**src/rtl/apu_pkg.sv**
```systemverilog
// apu_pkg: shared types and limits for the APU channel-1 sweep unit.
package apu_pkg;
  typedef logic [10:0] freq_t;
  typedef enum logic [1:0] {IDLE, LOADED, SHIFTING, SUMMED} sweep_state_t;
  localparam int SWEEP_MAX_SHIFT = 7;
endpackage

```
**src/rtl/ch1_sweep_shifter.sv**
```systemverilog
// ch1_sweep_shifter: shadow copy of the period, shifted right up to SWEEP_MAX_SHIFT times.
module ch1_sweep_shifter
  import apu_pkg::*;
(
  input  logic       clk,
  input  logic       rst,
  input  logic       load,
  input  logic       shift,
  input  freq_t      din,
  output freq_t      dout,
  output logic [2:0] count
);
  freq_t shadow_q;
  logic [2:0] count_q;
  always_ff @(posedge clk or posedge rst)
    if (rst) begin
      shadow_q <= '0;
      count_q  <= '0;
    end else if (load) begin
      shadow_q <= din;
      count_q  <= '0;
    end else if (shift && count_q != 3'(SWEEP_MAX_SHIFT)) begin
      shadow_q <= shadow_q >> 1;
      count_q  <= count_q + 3'd1;
    end
  assign dout  = shadow_q;
  assign count = count_q;
endmodule

```
**src/rtl/ch1_sweep.sv**
```systemverilog
// ch1_sweep: channel-1 frequency sweep (load/shift/sum/commit) with CPU period writes.
// Overflow detection is built only when CH1_SWEEP_OVF_EN is defined; otherwise add results wrap.
module ch1_sweep
  import apu_pkg::*;
(
  input  logic        ajer_2mhz,
  input  logic        apu_reset,
  input  logic [7:0]  d,
  input  logic        apu_wr,
  input  logic        ff13,
  input  logic        ff14,
  input  logic        ff10_d3,
  input  logic        ch1_restart,
  input  logic        ch1_ld_shift,
  input  logic        ch1_shift_clk,
  input  logic        ch1_freq_upd1,
  input  logic        ch1_freq_upd2,
  output logic [10:0] ch1_freq,
  output logic        ch1_sweep_ovf,
  output logic        ch1_sweep_busy
);
  sweep_state_t state_q, state_d;
  freq_t freq_q, freq_d, sum_q, sum_d, shadow, base;
  logic [2:0] shift_cnt;
  logic ovf_q, ovf_d, active, ld, upd1, shift, upd2, commit;
  assign active = state_q == LOADED || state_q == SHIFTING;
  assign ld     = ch1_ld_shift && !ch1_restart;
  assign upd1   = ch1_freq_upd1 && active && !ld && !ch1_restart;
  assign shift  = ch1_shift_clk && active && !ld && !upd1 && !ch1_restart;
  assign upd2   = ch1_freq_upd2 && state_q == SUMMED && !ld && !ch1_restart;
  assign commit = upd2 && !ovf_q;
`ifdef CH1_SWEEP_OVF_EN
  // Bit 11 is only meaningful as an add carry; subtract wraps mod 4096.
  logic [11:0] raw;
  assign raw   = ff10_d3 ? {1'b0, freq_q} - {1'b0, shadow} : {1'b0, freq_q} + {1'b0, shadow};
  assign ovf_d = !ch1_restart && (ovf_q || (upd1 && !ff10_d3 && raw[11]));
`else
  freq_t raw;
  assign raw   = ff10_d3 ? freq_q - shadow : freq_q + shadow;
  assign ovf_d = 1'b0;
`endif
  ch1_sweep_shifter u_shifter (
    .clk  (ajer_2mhz),
    .rst  (apu_reset),
    .load (ld),
    .shift(shift),
    .din  (freq_q),
    .dout (shadow),
    .count(shift_cnt)
  );
  // CPU writes override the commit only on the bits they touch.
  always_comb begin
    base    = commit ? sum_q : freq_q;
    freq_d  = {(apu_wr && ff14) ? d[2:0] : base[10:8], (apu_wr && ff13) ? d : base[7:0]};
    sum_d   = upd1 ? raw[10:0] : sum_q;
    state_d = ch1_restart ? IDLE : ld ? LOADED : upd1 ? SUMMED : shift ? SHIFTING : upd2 ? IDLE : state_q;
  end
  always_ff @(posedge ajer_2mhz or posedge apu_reset)
    if (apu_reset) begin
      state_q <= IDLE;
      freq_q  <= '0;
      sum_q   <= '0;
      ovf_q   <= 1'b0;
    end else begin
      state_q <= state_d;
      freq_q  <= freq_d;
      sum_q   <= sum_d;
      ovf_q   <= ovf_d;
    end
  assign ch1_freq       = freq_q;
  assign ch1_sweep_ovf  = ovf_q;
  assign ch1_sweep_busy = state_q != IDLE;
endmodule

```
**config.mk**
```make
export PLATFORM = sky130hd
export DESIGN_NAME = ch1_sweep
export DESIGN_NICKNAME = d
export VERILOG_FILES = /design/src/rtl/apu_pkg.sv /design/src/rtl/ch1_sweep_shifter.sv /design/src/rtl/ch1_sweep.sv
export SDC_FILE = /design/constraint.sdc
export NUM_CORES = 1
export LEC_CHECK = 0
export CORE_MARGIN = 10
export CORE_UTILIZATION = 35
export DETAILED_ROUTE_END_ITERATION = 6
export SLEW_MARGIN = 20
export SYNTH_ARGS = -nofsm -noshare
export SYNTH_HDL_FRONTEND = slang
export SYNTH_SLANG_ARGS = --single-unit
```
**constraint.sdc**
```tcl
create_clock -name ajer_2mhz -period 7.6 [get_ports ajer_2mhz]
set_clock_uncertainty 0.1 [all_clocks]
set_input_delay 1.52 -clock ajer_2mhz [delete_from_list [all_inputs] [get_ports ajer_2mhz]]
set_output_delay 1.52 -clock ajer_2mhz [all_outputs]
set_load 0.03 [all_outputs]
```
==> impl_metrics.tcl, run 1 <==
set metrics [dict create \
    finalSetupViolations 0 \
    share_clk_of_total_power 0.217 \
    met3RoutedLength_um 286 \
    cts.sink_count 38 \
    p_int_uw 471 \
    drt-met1-wl_mm 2.55 \
    finalNetCount 323 \
    cts_repair_resized_insts 0 \
    drive_gt1_frac 0.0660 \
    post_synth_instance_area_sq_mm 0.00240 \
    avgViaCountPerCell 5.17 \
    ant_nets 0 \
    drc 0 \
    synth.largest_area_cell "dfrtp_1" \
    totalWireLength_mm 5.61 \
    detail_route.wl_per_cell_um 15.3 \
    route.vias.total 1904 \
    timing.critical_path.arrival_ps 3810 \
    firstDrtPassIters 4 \
    cts.repair_timing.setup_buffer_count 0 \
    grt_max_degree 39 \
    post_dp_cell_area_sq_mm 0.00274 \
    asyncSetResetFlopFracSynth 1.00 \
    power_uw 739 \
    effective_utilization_at_floorplan 0.358 \
    first_global_vias 1921 \
    antenna_found_initial 0 \
    maxUsedRoutingLayer "met4" \
    met2_wire_len_mm 2.68 \
    gp_congestion 0.861 \
    synth_cell_type_count 45 \
    clock_tree_from_tritoncts "built" \
    maxCapViolCount 0 \
    hold_viol 0 \
    switching_share 0.363 \
    dieArea_sq_mm 0.0106 \
    clock_tree.root_cell "clkbuf_8" \
    power_density_normalized_to_cell_area_mw_per_mm2 259 \
    path_class "input port to flop" \
    final_cell_mix "38 x dfrtp_1, 35 x nand2_1, 32 x o21ai_0, 30 x clkdlybuf4s50_1, 21 x mux2i_1" \
    worstPathMaxFanout 10 \
    grt_pass1_wl_mm 9.45 \
    drtIter0Drc 56 \
    timing_worst_slew_pin_value_ps 802 \
    antenna-diode-count 0 \
    critical_path_required_ps 7650 \
    inserted_clock_buffers 5 \
    std_cell_rows 30 \
    fmax_mhz 266 \
    cp-start-kind "input port" \
    synth-edff-count 0 \
    synthesis.instances 258 \
    max_transition_viols_final 0 \
    synth_largest_type_area_fraction 0.396 \
    placeableCoreArea_sq_mm 0.00672 \
    netlist_top_cells_area "dfrtp_1 40%, mux2i_1 8.8%, ha_1 8.3%" \
    setup_tns_ps 0 \
    average_cell_area_after_synthesis_sq_um 9.31 \
    global_route.overflow_total 0 \
    final_util 0.425 \
    synth-seq-cells 38 \
    period_share 0.495 \
    capturing_element_type_of_the_critical_path "flop" \
    clk_latency_ps 290 \
    power_frac_seq 0.392 \
    status "finished clean" \
    path_clk_slew_ps 70 \
    synthFlopType "dfrtp_1" \
    total_leakage_power_uw 0.00130 \
    gr-usage-all-layers 0.115 \
    holdBufCountCts 0 \
    period_needed_ps 3760 \
    clock_path_buffers 2 \
    final_area_sq_mm 0.00285 \
    die_h_um 103 \
    preCtsSetupSlack_ps 3540 \
    max-slew-margin-rel 0.464 \
    htree_levels 2 \
    synth_fp_nets 294 \
    boundaryPins 32 \
    layout_commonest_cell "dfrtp_1" \
    hold_path_class "flop to flop" \
    p_comb_frac 0.391 \
    ys_seq_area_frac 0.396 \
    port_buffers 30 \
    areaGrowthSynthToFinish_pct 18.8 \
    dp_hpwl_mm 4.41 \
    worst_ir_drop_vdd_mv 0.121 \
    final_worst_setup_slack_ps 3840 \
    yosys_warnings 0 \
    nFillCells 670 \
    p_sw_uw 268 \
    grt_setup_unrepaired "false" \
    chipWidth_um 103 \
]
Yosys cell counts (2+ instances only):
cell,instances
nand4_1,3
ha_1,16
mux2i_1,21
a31oi_1,3
dfrtp_1,38
and3_1,3
nand2_1,35
nand3_1,8
clkbuf_1,3
o211ai_1,2
xor2_1,3
and2_1,2
nor2b_1,2
inv_1,12
a21o_1,3
a211oi_1,2
xnor2_1,14
nor3_1,5
o21ai_0,32
a21oi_1,11
nor2_1,13
a21oi_2,2
buf_6,3
metal layers:
| metal | GRT usage | up-vias |
|---|---|---|
| met4 | 0.0396 | 0 |
| met3 | 0.0335 | 9 |
| met2 | 0.187 | 35 |
| li1 | - | 959 |
| met5 | 0 | - |
| met1 | 0.141 | 901 |
state kept, by name, indices dropped and copies added (netlist names):
name,cells
ch1_freq,11
sum_q,11
u_shifter.dout,11
u_shifter.count,3
state_q,2
path summary, 6_finish.rpt:
path                                    from                 to  slack [ps]  cells after the start
max in group asynchronous          apu_reset        ch1_freq[8]        5520                      3
min reg2reg                         sum_q[6]           sum_q[6]         380                      2
max reg2reg                u_shifter.dout[2]          sum_q[10]        4870                     10
min                                 sum_q[6]           sum_q[6]         380                      2
min in group asynchronous          apu_reset  u_shifter.dout[0]        1540                      3
max                                  ff10_d3          sum_q[10]        3840                      9
cell type report:
type | count | area, sq um | area share
Clock buffer | 8 | 110 | 0.0386
Tap cell | 80 | 100 | 0.0351
Inverter | 12 | 45.0 | 0.0158
Sequential cell | 38 | 951 | 0.333
Timing Repair Buffer | 32 | 315 | 0.111
Multi-Input combinational cell | 198 | 1330 | 0.467
worst max-delay path: stages:
cell,delay [ps]
clkdlybuf4s50_1,670
mux2i_1,180
fa_1,450
a21o_1,200
nand4_1,90
nand3_1,160
a221oi_2,300
xnor2_1,170
o21ai_2,60
metrics by stage:
stage          hold slack (ps)  cells
3_5_place_dp               369    360
6_report                   380    368
3_3_place_gp               360    360
5_1_grt                    398    368
4_1_cts                    386    368
2_1_floorplan              344    258
kinds of logic after synthesis:
group / share of synthesized area
compound gates: 0.154
xor+xnor: 0.0620
fa+ha+maj: 0.0917
buf+inv: 0.0500
flops: 0.396
mux: 0.0875
other cells: 0.00156
simple gates: 0.158
power by group through the flow:
stage                     logic [uW]  clock network [uW]  registers, uW
after global routing             323                 177            297
after detailed placement         290                   0            295
after floorplan                  206                   0            297
final                            289                 161            290
after CTS                        292                 167            291
after global placement           284                   0            293
Note: power is estimated with default switching activity, not from simulation.
==> run 2, diff against run 1 <==
clock period = 3.9 ns   (was 7.6 ns; I/O delays follow)
==> run 2 against run 1 <==
  * Non-clock buffer count increased by 1
  * Sequential share of layout area about the same
  * Utilization increased by 0.056 points
  * Sequential power increased by 94%
  * Cell area increased by 0.13%
  * Hold slack about the same
  * First-iteration DRC count increased by 57%
  * Via count decreased by 0.89%
  * Critical path depth increased by 1
  * Combinational power increased by 94%
  * Global-route usage increased by 0.15 points
  * Sequential cell count unchanged
  * Largest cell class unchanged
==> impl_metrics.tcl, run 2 (same netlist as run 1, synthesis figures left out) <==
set metrics [dict create \
    status "finished clean" \
    placed_cells_incl_taps 361 \
    avgViaCountPerCell 5.11 \
    holdBufCountCts 0 \
    placeableCoreArea_sq_mm 0.00672 \
    dp_hpwl_mm 4.37 \
    cts_repair_resized_insts 0 \
    path_class "input port to flop" \
    firstDrtPassIters 4 \
    grt_max_degree 26 \
    critical_path.slowest_cell "clkdlybuf4s50_1" \
    htree_levels 2 \
    gp_congestion 0.895 \
    port_buffers 30 \
    drc 0 \
    total_leakage_power_uw 0.00130 \
    reg2regPathDepth 10 \
    whs_endpoint "sum_q[10]" \
    layoutNonFillerInstCount 369 \
    path_buf_inv 1 \
    cp-start-kind "input port" \
    post_dp_cell_area_sq_mm 0.00275 \
    timing.hold.worst.start "sum_q[10]" \
    hold_path_class "flop to flop" \
    period_share 0.768 \
    maxCapViolCount 0 \
    power_density_normalized_to_cell_area_mw_per_mm2 509 \
    period_needed_ps 3000 \
    clock_tree.root_cell "clkbuf_8" \
    dieArea_sq_mm 0.0106 \
    drive_gt1_frac 0.0623 \
    antenna_found_initial 0 \
    power_frac_seq 0.388 \
    timing.hold.worst_path_depth 2 \
    clock_tree_from_tritoncts "built" \
    setup_tns_ps 0 \
    share_clk_of_total_power 0.227 \
    std_cell_rows 30 \
    first_global_vias 1921 \
    totalWireLength_mm 5.54 \
    max_transition_viols_final 0 \
    ant_nets 0 \
    p_int_uw 931 \
    global_route.overflow_total 0 \
    worst_ir_drop_vdd_mv 0.326 \
    capturing_element_type_of_the_critical_path "flop" \
    drtIter0Drc 88 \
    areaGrowthSynthToFinish_pct 18.9 \
    finalSetupViolations 0 \
    setup.reg_to_reg.worst_slack_ps 1210 \
    hold_viol 0 \
    cts.sink_count 38 \
    r2r-start "u_shifter.dout[2]" \
    path_clk_slew_ps 70 \
    antenna-diode-count 0 \
    p_sw_uw 524 \
    gr-usage-all-layers 0.116 \
    route.vias.total 1887 \
    switching_share 0.360 \
    timing.critical_path.max_delay_family "compound AO/OA/AOI/OAI gates" \
    cp_cell_sequence "clkdlybuf4s50_1, a31oi_1, xnor2_1, ha_1, a21oi_2, o21bai_1, a21oi_1, or3_1, o211ai_1, a221o_1" \
    timing_worst_slew_pin_value_ps 730 \
    inserted_clock_buffers 5 \
    chipWidth_um 103 \
    critical_path.startpoint "ff10_d3" \
    fmax_mhz 334 \
    detail_route.wl_per_cell_um 15.0 \
    grt_setup_unrepaired "false" \
    final_area_sq_mm 0.00286 \
    clock_path_buffers 2 \
    clk_latency_ps 300 \
    max_stage_delay_ps 560 \
    p_comb_frac 0.385 \
    cts.repair_timing.setup_buffer_count 0 \
    effective_utilization_at_floorplan 0.358 \
    grt_pass1_wl_mm 9.60 \
    final_cell_mix "38 x dfrtp_1, 35 x nand2_1, 32 x o21ai_0, 30 x clkdlybuf4s50_1, 21 x mux2i_1" \
    rr_endpoint "sum_q[10]" \
    worstPathMaxFanout 10 \
    die_h_um 103 \
    boundaryPins 32 \
    finalNetCount 324 \
    max-slew-margin-rel 0.513 \
    critical_path_required_ps 3980 \
    layout_commonest_cell "dfrtp_1" \
    timing.critical_path.arrival_ps 3070 \
]
## run 2: changes by cell type in the layout (fill, tap and decap cells not counted)
cell / previous run / this run
clkbuf_8: 8 / 5
bufinv_16: 0 / 1
clkbuf_1: 0 / 2
buf_4: 2 / 3
## run 2: power by group through the flow
stage	logic [uW]	clock network, uW	registers, uW
4_1_cts	569	339	565
3_5_place_dp	565	0	573
2_1_floorplan	401	0	579
3_3_place_gp	556	0	572
6_report	561	330	564
5_1_grt	635	358	580
## run 2: how the worst max path moves through the flow
| stage | to | slack (ps) | cells past startpoint |
|---|---|---|---|
| finish | sum_q[9] | 900 | 10 |
| global placement | sum_q[9] | 630 | 8 |
| detailed placement | sum_q[9] | 590 | 8 |
| global route | sum_q[9] | 750 | 10 |
| CTS | sum_q[9] | 900 | 10 |
| floorplan | sum_q[9] | 1290 | 10 |
## run 2: area by class of cell
type	instances	area, sq um
multi-input cells	198	1330
clock inverters	1	30.0
fillers	672	3860
clock buffers	7	76.3
repair buffers	33	323
flip-flops and latches	38	951
well taps	80	100
inverters	12	45.0
## run 2: stage by stage
step	hold slack [ps]	power [uW]	setup slack, ps	utilization
6_report	381	1460	904	0.425
5_1_grt	415	1570	751	0.425
4_1_cts	386	1470	900	0.425
3_5_place_dp	368	1140	591	0.409
3_3_place_gp	358	1130	632	0.409
2_1_floorplan	344	981	1290	-
## run 2: worst register-to-register path, stage by stage, from the launching register on
cell and delay [ps]:
dfrtp_1 450, nor3_2 300, and3_1 240, a21oi_1 90, xnor2_1 140, ha_1 360, a21o_1 200, a21o_1 190
a221oi_2 290, xnor2_1 170, o21ai_2 60
## run 2: routing by layer
metal / part of all wire / vias to the layer above / track usage
li1: - / 955 / -
met1: 0.45 / 878 / 0.147
met2: 0.47 / 43 / 0.179
met3: 0.059 / 11 / 0.0395
met4: 0.021 / 0 / 0.0439
met5: 0 / - / 0
==> RTL edit 1, RTL diff (settings of run 1) <==
Re-encode `sweep_state_t` (4 states) as one-hot, 4 bits wide.
--- a/src/rtl/apu_pkg.sv
+++ b/src/rtl/apu_pkg.sv
@@ -1,7 +1,7 @@
 // apu_pkg: shared types and limits for the APU channel-1 sweep unit.
 package apu_pkg;
   typedef logic [10:0] freq_t;
-  typedef enum logic [1:0] {IDLE, LOADED, SHIFTING, SUMMED} sweep_state_t;
+  typedef enum logic [3:0] {IDLE = 4'b0001, LOADED = 4'b0010, SHIFTING = 4'b0100, SUMMED = 4'b1000} sweep_state_t;
   localparam int SWEEP_MAX_SHIFT = 7;
 endpackage
 
Formal check against the unedited RTL: no difference found for any inputs over 10 cycles, from zero or initial values and one cycle with apu_reset high; not proved beyond that.
==> RTL edit 1 against run 1 <==
Area after synthesis grew 1.5%; power shrank 3.6%; sequential cell count grew 2; largest power group unchanged; setup slack lost 0.069 ns; count of clock-buffer cells in the layout is the same; cell count grew 6.0%; routed wire length is essentially flat; largest cell class unchanged; design area grew 1.4%.
==> RTL edit 1: results <==
layout:
  buffers: 31
  layout.nets: 327
  multi_input_area_share: 0.4602
  clock_area_frac: 0.03114
  fillers: 685
critical_path:
  critical_path.top_delay_family: "compound AO/OA/AOI/OAI gates"
  r2r-end: "sum_q[9]"
  rrSetupSlack_ns: 4.84
logic_synthesis:
  synth_compound_area_frac: 0.1843
  synthAdderAreaFrac: 0.08008
  netlist_instances: 268
  synth_top_area_frac: 0.4004
  synthMuxAreaShare: 0.05852
  yosys-top-cells-area: "dfrtp_1, nand2_1, ha_1"
  synth_nets: 302
  synth_xor_area_frac: 0.05749
  synthTopCellsByCount: "nand2_1, dfrtp_1, o21ai_0, ha_1"
  ys_seq_elements: 40
  yosysUniqueCellTypes: 47
global_route:
  track_usage: 0.1116
  grt_max_degree: 41
  grt_pass1_wl_um: 9349
sta:
  whs_ns: 0.3866
  post-route-period-util: 0.5041
run_status:
  status: "finished clean"
power:
  power.leakage_uw: 0.001330
  p_total_uw: 712.7
placement:
  gp_congestion: 0.8441
  dp_hpwl_um: 4236
  dp_cells: 382
  dpl_cell_area_sq_mm: 0.002803
route:
  via_count: 1948
==> RTL edit 1: cell types whose count changed after synthesis, moves of 3 or more <==
cell      delta
a22oi_1     +10
nand3_1      -7
o31ai_1      +3
o21ai_0      -5
nand2_1     +17
nand4_1      -3
mux2i_1      -9
clkbuf_1     +4
==> RTL edit 1: how the worst max path moves through the flow <==
stage | from | to | cells past startpoint
5_1_grt | ff10_d3 | sum_q[8] | 8
4_1_cts | ff10_d3 | sum_q[8] | 8
2_1_floorplan | ff10_d3 | sum_q[8] | 8
6_report | ff10_d3 | sum_q[8] | 8
3_5_place_dp | ff10_d3 | sum_q[8] | 8
3_3_place_gp | ch1_ld_shift | u_shifter.count[0] | 5
==> RTL edit 1: routing by layer <==
metal / wire (um) / track usage / vias to the layer above
met2: 2611 / 0.1750 / 30
li1: - / - / 986
met4: 97 / 0.04492 / 0
met3: 171 / 0.02126 / 7
met1: 2737 / 0.1476 / 925
met5: 0 / 0 / -
==> RTL edit 2, RTL diff (flow settings as in run 1) <==
Without the edit above. The package constant `SWEEP_MAX_SHIFT` goes from 7 to 6.
--- a/src/rtl/apu_pkg.sv
+++ b/src/rtl/apu_pkg.sv
@@ -2,6 +2,6 @@
 package apu_pkg;
   typedef logic [10:0] freq_t;
   typedef enum logic [1:0] {IDLE, LOADED, SHIFTING, SUMMED} sweep_state_t;
-  localparam int SWEEP_MAX_SHIFT = 7;
+  localparam int SWEEP_MAX_SHIFT = 6;
 endpackage
 
Formal check against the unedited RTL: same outputs for any inputs over 10 cycles, from zero or initial values and one cycle with apu_reset high; that may be too few to reach the edited logic, so the function may still have changed.
==> RTL edit 2 against run 1 <==
Cell count increased by 1.4%; register-to-register slack about the same; design area increased by 1.7%; sequential cell count unchanged; routed wire length increased by 0.57%; non-clock buffer count decreased by 1; power increased by 19%; area after synthesis decreased by 0.16%; setup slack improved by 0.020 ns; worst hold slack improved by 0.0028 ns; sequential share of layout area decreased by 0.55 points; combinational power increased by 28%; largest cell class unchanged.
==> RTL edit 2: results <==
run_status:
  status: "finished clean"
critical_path:
  endpoint: "sum_q[9]"
  slowest_delay_ns: 0.58
  critical-path-slowest-cell: "clkdlybuf4s50_1"
  rrSetupSlack_ns: 4.86
  critPathMaxFanout: 10
  crit_start: "ff10_d3"
  r2r_cells: 10
  cp.arrival_ns: 3.82
  r2r-end: "sum_q[10]"
  critical_path.top_delay_family: "compound AO/OA/AOI/OAI gates"
clock_network:
  clockBufferDepth: 2
  cts_setup_buffers: 0
  clkTransAtPathRegs_ns: 0.08
  clk_latency_ns: 0.29
  cts.htree.levels: 2
  cts_buffers: 5
layout:
  layout.nets: 328
  insertedDiodeCount: 0
  fillers: 671
  layout-drive-gt1-share: 0.06826
global_route:
  grt_pass1_wl_um: 9446
  grt_pass1_vias: 1916
  track_usage: 0.1136
  grt_max_degree: 39
  antenna_found_initial: 0
power:
  vdd_drop_max_mv: 0.1257
  power.leakage_uw: 0.001270
  p_sw_frac: 0.3675
route:
  drt-wirelength-per-cell_um: 15.13
  first_iter_violations: 60
  first_pass_iters: 4
  vias_per_cell: 5.105
logic_synthesis:
  yosys-top-cells-area: "dfrtp_1, ha_1, mux2i_1"
  async_flop_share: 1.000
  synthAdderAreaFrac: 0.09181
  synth_nets: 301
  yosysUniqueCellTypes: 45
  synth_xor_area_frac: 0.06573
  ys_seq_area_frac: 0.3965
  ys_warn_count: 0
  synthMuxAreaShare: 0.07512
  synthTopCellsByCount: "dfrtp_1, nand2_1, o21ai_1, mux2i_1, ha_1"
  synth_compound_area_frac: 0.1659
placement:
  gp_congestion: 0.8447
  dp_hpwl_um: 4427
  pre_cts_slack_ns: 3.521
sta:
  hold_viol: 0
  period_minus_slack_ns: 3.742
  slew_headroom: 0.4531
hold_path:
  hold_path_class: "register to register"
==> RTL edit 2: power by group through the flow <==
stage | combinational, uW | sequential, uW | clock [uW]
after floorplan | 277 | 304 | 0
after CTS | 375 | 300 | 219
after global routing | 420 | 307 | 226
final | 371 | 299 | 213
after global placement | 369 | 302 | 0
after detailed placement | 373 | 304 | 0
==> RTL edit 2: logic make-up after synthesis <==
| family | Yosys count |
|---|---|
| AND/OR/NAND/NOR | 82 |
| multiplexers | 18 |
| adder cells (fa/ha/maj) | 17 |
| XOR/XNOR | 18 |
| other | 1 |
| buffers and inverters | 25 |
| AO/OA/AOI/OAI | 66 |
| flip-flops | 38 |
==> RTL edit 2: stage by stage <==
step | instances | cell area, sq um | utilization | hold slack [ns]
3_5_place_dp | 365 | 2755 | 0.4101 | 0.3708
4_1_cts | 373 | 2898 | 0.4313 | 0.3896
3_3_place_gp | 365 | 2755 | 0.4101 | 0.3595
6_report | 373 | 2900 | 0.4317 | 0.3832
5_1_grt | 373 | 2900 | 0.4317 | 0.4104
2_1_floorplan | 265 | 2399 | - | 0.3455
==> RTL edit 2: worst min-delay path by stage <==
stage | startpoint | depth (start not counted) | end
2_1_floorplan | sum_q[1] | 2 | sum_q[1]
5_1_grt | sum_q[5] | 2 | sum_q[5]
3_3_place_gp | sum_q[1] | 2 | sum_q[1]
3_5_place_dp | sum_q[5] | 2 | sum_q[5]
4_1_cts | sum_q[5] | 2 | sum_q[5]
6_report | sum_q[5] | 2 | sum_q[5]
==> RTL edit 2: cell type report <==
type                       instances  area share
tap                               80     0.03451
timing repair buffer              31      0.1061
sequential                        38      0.3279
clock buffer                       6     0.02847
clock inverter                     2     0.02071
multi-input combinational        202      0.4642
inverter                          14     0.01812
==> RTL edit 2: layer usage <==
layer / global-route usage / vias to the layer above / share of wire
li1: - / 965 / -
met1: 0.1413 / 890 / 0.48
met2: 0.1835 / 38 / 0.46
met3: 0.03351 / 11 / 0.051
met4: 0.03850 / 0 / 0.015
met5: 0 / - / 0
==> RTL edit 2: worst register-to-register path, delay by kind of cell, from the launching register on <==
family,cells,cell delay [ns]
xor+xnor,2,0.30
flops,1,0.46
simple gates,2,0.56
fa+ha+maj,1,0.35
compound gates,5,0.83
